File: config.mk
export PLATFORM = sky130hd
export DESIGN_NAME = weight_mem_sequencer
export DESIGN_NICKNAME = d
export VERILOG_FILES = /design/src/rtl/weight_mem_sequencer.sv
export SDC_FILE = /design/constraint.sdc
export NUM_CORES = 1
export LEC_CHECK = 0
export CAP_MARGIN = 40
export CORE_MARGIN = 5
export CORE_UTILIZATION = 61
export CTS_CLUSTER_DIAMETER = 80
export DETAILED_ROUTE_END_ITERATION = 10
export DONT_BUFFER_PORTS = 1
export GPL_ROUTABILITY_DRIVEN = 1
export PLACE_DENSITY_LB_ADDON = 0.1
export RECOVER_POWER = 100
export SETUP_SLACK_MARGIN = 0.02
export SYNTH_ARGS = -nofsm -noshare
export SYNTH_HDL_FRONTEND = slang
export SYNTH_SLANG_ARGS = --single-unit
File: constraint.sdc
create_clock -name clk -period 1.8 [get_ports clk]
set_input_delay 0.18 -clock clk [delete_from_list [all_inputs] [get_ports clk]]
set_output_delay 0.18 -clock clk [all_outputs]
set_load 0.02 [all_outputs]
File: src/rtl/weight_mem_sequencer.sv
// Load/run sequencer for the banked weight memory: streams words into (layer, node) order,
// then sweeps layer addresses for the compute side. Define WEIGHT_SEQ_CHECKSUM_EN for the load checksum.
module weight_mem_sequencer #(
    parameter int LAYER_SIZE  = 4,
    parameter int LAYER_DEPTH = 4,
    parameter int BIT_SIZE    = 16
) (
    input  logic                           clk,
    input  logic                           rst_n,
    input  logic                           load_start,
    input  logic                           in_valid,
    input  logic [BIT_SIZE-1:0]            in_data,
    output logic                           in_ready,
    output logic                           mem_we,
    output logic [$clog2(LAYER_DEPTH)-1:0] mem_layer,
    output logic [$clog2(LAYER_SIZE)-1:0]  mem_node,
    output logic [BIT_SIZE-1:0]            mem_data,
    input  logic                           run_start,
    output logic                           layer_valid,
    input  logic                           layer_ack,
    output logic                           loaded,
    output logic                           busy,
    output logic                           done,
    output logic [BIT_SIZE-1:0]            checksum
);

    localparam int LW = $clog2(LAYER_DEPTH);
    localparam int NW = $clog2(LAYER_SIZE);

    localparam logic [NW-1:0] NODE_LAST  = NW'(LAYER_SIZE - 1);
    localparam logic [LW-1:0] LAYER_LAST = LW'(LAYER_DEPTH - 1);
    localparam logic [NW-1:0] NODE_ONE   = NW'(1);
    localparam logic [LW-1:0] LAYER_ONE  = LW'(1);

    typedef enum logic [1:0] {
        IDLE   = 2'd0,
        LOAD   = 2'd1,
        LOADED = 2'd2,
        RUN    = 2'd3
    } state_t;

    state_t        state;
    logic [NW-1:0] node_cnt;
    logic [LW-1:0] layer_cnt;
    logic          xfer;

    assign in_ready = (state == LOAD);
    assign xfer     = in_valid && in_ready;

    always_ff @(posedge clk or negedge rst_n) begin
        if (!rst_n) begin
            state       <= IDLE;
            node_cnt    <= '0;
            layer_cnt   <= '0;
            mem_we      <= 1'b0;
            mem_layer   <= '0;
            mem_node    <= '0;
            mem_data    <= '0;
            layer_valid <= 1'b0;
            loaded      <= 1'b0;
            busy        <= 1'b0;
            done        <= 1'b0;
        end else begin
            mem_we <= 1'b0;
            done   <= 1'b0;
            case (state)
                IDLE: begin
                    if (load_start) begin
                        state     <= LOAD;
                        node_cnt  <= '0;
                        layer_cnt <= '0;
                        busy      <= 1'b1;
                        loaded    <= 1'b0;
                    end
                end

                LOAD: begin
                    if (xfer) begin
                        mem_we    <= 1'b1;
                        mem_data  <= in_data;
                        mem_node  <= node_cnt;
                        mem_layer <= layer_cnt;
                        if (node_cnt == NODE_LAST) begin
                            node_cnt <= '0;
                            if (layer_cnt == LAYER_LAST) begin
                                layer_cnt <= '0;
                                state     <= LOADED;
                                loaded    <= 1'b1;
                                busy      <= 1'b0;
                            end else begin
                                layer_cnt <= layer_cnt + LAYER_ONE;
                            end
                        end else begin
                            node_cnt <= node_cnt + NODE_ONE;
                        end
                    end
                end

                LOADED: begin
                    // The final write is presented during the first LOADED cycle; addresses park at 0 afterwards.
                    mem_node  <= '0;
                    mem_layer <= '0;
                    if (load_start) begin
                        state     <= LOAD;
                        node_cnt  <= '0;
                        layer_cnt <= '0;
                        loaded    <= 1'b0;
                        busy      <= 1'b1;
                    end else if (run_start) begin
                        state       <= RUN;
                        layer_valid <= 1'b1;
                        busy        <= 1'b1;
                    end
                end

                RUN: begin
                    if (layer_ack) begin
                        if (mem_layer == LAYER_LAST) begin
                            state       <= LOADED;
                            layer_valid <= 1'b0;
                            done        <= 1'b1;
                            busy        <= 1'b0;
                            mem_layer   <= '0;
                        end else begin
                            mem_layer <= mem_layer + LAYER_ONE;
                        end
                    end
                end

                default: state <= IDLE;
            endcase
        end
    end

`ifdef WEIGHT_SEQ_CHECKSUM_EN
    always_ff @(posedge clk or negedge rst_n) begin
        if (!rst_n) begin
            checksum <= '0;
        end else if (load_start && (state == IDLE || state == LOADED)) begin
            checksum <= '0;
        end else if (xfer) begin
            checksum <= checksum + in_data;
        end
    end
`else
    assign checksum = '0;
`endif

endmodule

==> Word-level counts from Yosys, hierarchy flattened <==
Index checks and enable logic that the tools add are counted.
{ "totals": {"ff_bits": 31, "latchBits": 0, "ram_bits": 0, "mem_bits_ro": 0, "input_bits": 22, "output_inout_bits": 42, "memories": 0} }
{ "classes": {"add_sub_neg": 3, "mul": 0, "n_div": 0, "order_cmp": 0, "n_eq_ne": 16, "shift": 0, "mux": 44, "bitwise_logic": 0, "n_reduce_logical": 15} }
{ "ops": {"columns": ["op", "n"], "rows": [
  ["2-to-1 mux 2 bit", 18],
  ["2-to-1 mux 1 bit", 18],
  ["case mux 2 bit (2 select lines)", 3],
  ["equality test 2 bit (second input constant)", 5],
  ["!= test 2 bit (second input constant)", 5],
  ["AND reduction 5 bit", 2],
  ["!= test 2 x 1 -> 1 bit (second input constant)", 4],
  ["case mux 2 bit (4 select lines)", 1],
  ["AND reduction 7 bit", 1],
  ["adder 2 x 1 -> 2 bit (second input constant)", 3],
  ["case mux 2 bit (3 select lines)", 1],
  ["AND reduction 3 bit", 2],
  ["nonzero test 2 bit", 3],
  ["case mux 1 bit (2 select lines)", 2],
  ["case mux 1 bit (4 select lines)", 1],
  ["AND reduction 2 bit", 2],
  ["AND reduction 4 bit", 1],
  ["!= test 3 bit (second input constant)", 1],
  ["nonzero test 3 bit", 1],
  ["equality test 2 x 1 -> 1 bit (second input constant)", 1],
  ["logical NOT 2 bit", 1],
  ["OR reduction 2 bit", 1],
  ["logical AND 1 bit", 1]
]} }

==> Logic depth before layout (Yosys ltp) <==
{ "logic_depth": {"depth_word": 5, "depth_mapped": 5, "ltp_nobuf": 4} }

==> Worst setup path after synthesis <==
OpenSTA, ideal clock, no wires.
{ "synth_timing": {"path_type": "reg2reg", "startpoint": "register state[1]", "endpoint": "register mem_data[0]", "arrival_ns": 1.208, "required_ns": 1.675, "path_slack_ns": 0.467, "path_stages_with_launch": 5, "path_buffers": 2, "period_less_slack_ns": 1.333, "path_cell_list": "dfrtp_1 -> and3b_1 -> buf_6 -> buf_6 -> mux2_4"} }
{ "synth_via": {"elab_chain_cells": 3} }
{ "synth_rtl": {"columns": ["element", "line", "source"], "rows": [
  ["from (decl)", "42", "state_t state;"],
  ["from (signal assigned)", "52", "state <= IDLE;"],
  ["from (signal assigned)", "69", "state <= LOAD;"],
  ["from (signal assigned)", "87", "state <= LOADED;"],
  ["equality test 2 x 1 -> 1 bit *", "47, 66", null],
  ["logical AND 1 bit", "48", "assign xfer = in_valid && in_ready;"],
  ["AND reduction 2 bit (no source line) *", null, null],
  ["to (signal assigned)", "80", "mem_data <= in_data;"],
  ["to (decl)", "17", "output logic [BIT_SIZE-1:0] mem_data,"]
]} }
Mark *: on every way between the ends. The rest lies on a longest branch, timed or not.
A chain may end at the register's enable or synchronous reset.

==> Worst setup path in the final report <==
{ "layout_timing": {"startpoint": "register state[0]", "endpoint": "output port in_ready"} }
{ "layout_via": {"elab_chain_cells": 1} }
{ "layout_rtl": {"columns": ["element", "line", "source"], "rows": [
  ["equality test 2 x 1 -> 1 bit", "47", "assign in_ready = (state == LOAD);"],
  ["to (decl)", "13", "output logic in_ready,"]
]} }
No other way between the ends.

==> results.md <==
| Item | This run | Unit |
| --- | --- | --- |
| Run status | finished clean | - |
| Vias in the first global route | 1016 | - |
| Relative area change from synthesis to final layout | 10.7 | % |
| Type of the tightest min-delay check | in2reg | - |
| Launch instance of the worst min-delay path | layer_ack | - |
| Least-Margin Pin Slew | 0.746 | ns |
| Number of instances in the synthesized netlist | 128 | - |
| Antenna violations before repair | 0 | - |
| Post-CTS setup buffer count | 0 | - |
| Share of async-settable or async-resettable flops after synthesis | 1.00 | - |
| Busiest layer in global routing | met2 | - |
| DR vias | 1012 | - |
| Post-route fraction of the period consumed by the critical path | 0.915 | - |
| Synthesized area per cell | 11.8 | um^2 |
| # H-tree levels | 2 | - |
| Count of flip-flops with a built-in enable after synthesis | 0 | - |
| Max_slew headroom | 0.503 | - |
| Top Family by Delay on Critical Path | flip-flops | - |
| Distinct cell type count of the synthesized netlist | 30 | - |
| M3 GR Usage | 0.0648 | - |
| CTS root buffer | sky130_fd_sc_hd__clkbuf_4 | - |
| Finished Cell Area | 1680 | um^2 |
| Number of flip-flops and latches in the synthesized netlist | 31 | - |
| Fraction of layout instances using a drive strength above 1 | 0.132 | - |
| Element type at the critical path start | register | - |
| Vias/cell | 5.56 | - |
| Largest stage delay on the critical path | 0.47 | ns |
| Floorplan Core Area | 2430 | um^2 |
| Overall power of the completed layout | 3.02 | mW |
| Post-route worst setup slack | 0.154 | ns |
| Overall die height | 59.9 | um |
| Count of warnings emitted by yosys | 0 | - |
| Critical path peak fanout | 9 | - |
| Boundary pin count | 64 | - |
| Horizontal die dimension | 59.9 | um |
| Final weighted congestion of routability-driven global placement | 0.819 | - |
| Seq/Total Area, Yosys | 0.512 | - |
| Worst r2r dst | layer_cnt[0] | - |
| GR met1 Demand/Resource | 0.206 | - |
| Routed Wire Length | 3.01 | mm |
| Peak VDD IR | 1.36 | mV |
| Rows | 18 | - |
| Worst path bufs/invs | 2 | - |
| Max-slew violation count | 0 | - |
| Hold path depth | 2 | - |
| Setup skew after layout | 0.00166 | ns |
| Final routed DRC violation total | 0 | - |
| First-pass GRT wire length | 4.75 | mm |
| Clock insertion delay at the later pin of the skew report | 0.31 | ns |
| Type of destination of the critical path | primary output | - |
| Worst Reg2Reg Path Length in Cells | 4 | - |
| Worst-case hold path end point | done | - |
| Critical R2R Launch | state[1] | - |
| Cell leakage power | 0.757 | nW |
| Placed cell area | 1480 | um^2 |
| Pin count of the biggest net entering global routing | 32 | - |
| Post-layout net count | 176 | - |
| # port buffers | 0 | - |
| Post-synthesis instance area | 1520 | um^2 |
| Antenna viol nets, final | 0 | - |
| Final number of setup-violating endpoints | 0 | - |
| Final worst hold slack | 0.0222 | ns |
| Met2 usage in global routing | 0.307 | - |
| Critical path start-end classification | reg2out | - |
| Min Clock Period, post-route | 1.65 | ns |
| Sink Count | 31 | - |
| Setup TNS | 0 | ns |
| Achievable clock frequency | 607 | MHz |
| Drt pass-1 iters | 4 | - |
| Violation count after the first detailed-route iteration | 27 | - |
| CTS buffer count | 5 | - |
| Estimated wirelength of the detail-placed design | 2.01 | mm |
| Critical Path, Cell by Cell | buf_4, clkinvlp_4, nor2_2 | - |
| DIE AREA | 3580 | um^2 |
| Arrival time reported for the critical path endpoint | 1.47 | ns |
| Clk pin slew, worst setup/hold paths | 0.09 | ns |
| Number of failing hold endpoints at the final stage | 0 | - |
| CTS max path bufs | 2 | - |
| Total inserted antenna cells | 0 | - |
| Wire length per cell after detailed routing | 16.5 | um |
| Top_reg_cell synth | sky130_fd_sc_hd__dfrtp_1 | - |
| Worst slack after detailed placement | 0.339 | ns |
| PD cells | 1800 | nW/um^2 |
| Register-to-register setup slack | 0.29 | ns |
| Initial core utilization | 0.623 | - |
| Global route overflow | 0 | - |
| MaxCap Viol Count | 0 | - |
| Filler cells | 185 | - |
| Clock tree from TritonCTS | built | - |
| Tot GR Track Use | 0.180 | - |
| Worst endpoint required time | 1.62 | ns |
| Slowest cell on crit path | sky130_fd_sc_hd__dfrtp_1 | - |
| RSZ-0062 raised after global routing | no | - |
==> layout by cell type (no fill, tap or decap), drive strengths merged <==
cell and count:
mux2i 5, conb 16, a21oi 6, o22ai 1, clkbuf 9, clkinv 1
a22oi 1, nor3 1, a2bb2oi 1, o2bb2ai 3, nor2 8, nand2b 2
nor2b 2, a211o 1, nand3 3, inv 1, dfrtp 31, buf 2
and2 1, ha 3, and3 3, a31oi 2, o21a 1, nand4b 1
dlygate4sd3 17, clkinvlp 1, o21ai 7, and3b 1, mux2 16, nand2 5
==> report_power, final <==
group | internal, mW | leakage [nW] | total, mW | switching, mW
clock | 0.152 | 0.0293 | 0.365 | 0.213
sequential | 1.03 | 0.361 | 1.65 | 0.621
combinational | 0.480 | 0.367 | 1.00 | 0.520
total | 1.66 | 0.757 | 3.02 | 1.35
==> worst max-delay path by stage <==
stage                     start  slack, ns           end  cells after the start
global route           state[0]       0.05      in_ready                      3
global placement    node_cnt[0]       0.37  layer_cnt[0]                      4
floorplan              state[1]       0.47   mem_data[0]                      4
CTS                    state[0]       0.07      in_ready                      3
finish                 state[0]       0.15      in_ready                      3
detailed placement     state[0]       0.34   mem_data[6]                      3
==> cells by family (layout without fill, tap and decap cells) <==
kind of cell             Yosys count  after routing  synth area share
AND/OR/NAND/NOR                   27             27            0.0899
multiplexers                      21             21             0.172
adder cells (fa/ha/maj)            3              3            0.0248
flip-flops                        31             31             0.512
other                              1             16           0.00247
AO/OA/AOI/OAI                     23             23            0.0941
buffers and inverters             22             31             0.106
==> stage by stage <==
stage / std cells / util
6_report: 182 / 0.690
5_1_grt: 182 / 0.690
4_1_cts: 181 / 0.704
3_5_place_dp: 156 / 0.609
3_3_place_gp: 156 / 0.609
2_1_floorplan: 143 / -
==> registers in the layout (all words and copies together) (netlist names) <==
register	cells
done	1
busy	1
loaded	1
mem_data	16
mem_we	1
layer_cnt	2
mem_node	2
state	2
node_cnt	2
mem_layer	2
layer_valid	1
==> per-layer routing <==
metal | wire [um] | vias up
met5 | 0 | -
li1 | - | 465
met3 | 291 | 5
met4 | 38 | 0
met2 | 1540 | 46
met1 | 1130 | 496
==> timing repair <==
action                                  4_1_cts  5_1_grt
resized for setup                             1        2
hold buffers                                 17        1
endpoints found under the setup margin        1        1
endpoints found under the hold margin        46        1
==> cells in the mapped netlist (all sizes together) (2+ instances only) <==
library cell  instances  share of area
dfrtp                31           0.51
buf                  20           0.10
mux2                 16           0.14
nor2                  8          0.020
o21ai                 7          0.023
a21oi                 6          0.020
mux2i                 5          0.033
nand2                 5          0.012
and3                  3          0.012
ha                    3          0.025
nand3                 3         0.0099
o2bb2ai               3          0.017
a31oi                 2         0.0082
nand2b                2         0.0082
nor2b                 2         0.0082
==> area by class of cell <==
cell class	instances	area, um^2	area share
flip-flops and latches	31	776	0.462
multi-input cells	90	609	0.363
repair buffers	21	195	0.116
clock buffers	7	45.0	0.0268
well taps	30	37.5	0.0224
inverters	2	11.3	0.00671
clock inverters	1	5.00	0.00298
Note: power is estimated with default switching activity, not from simulation.
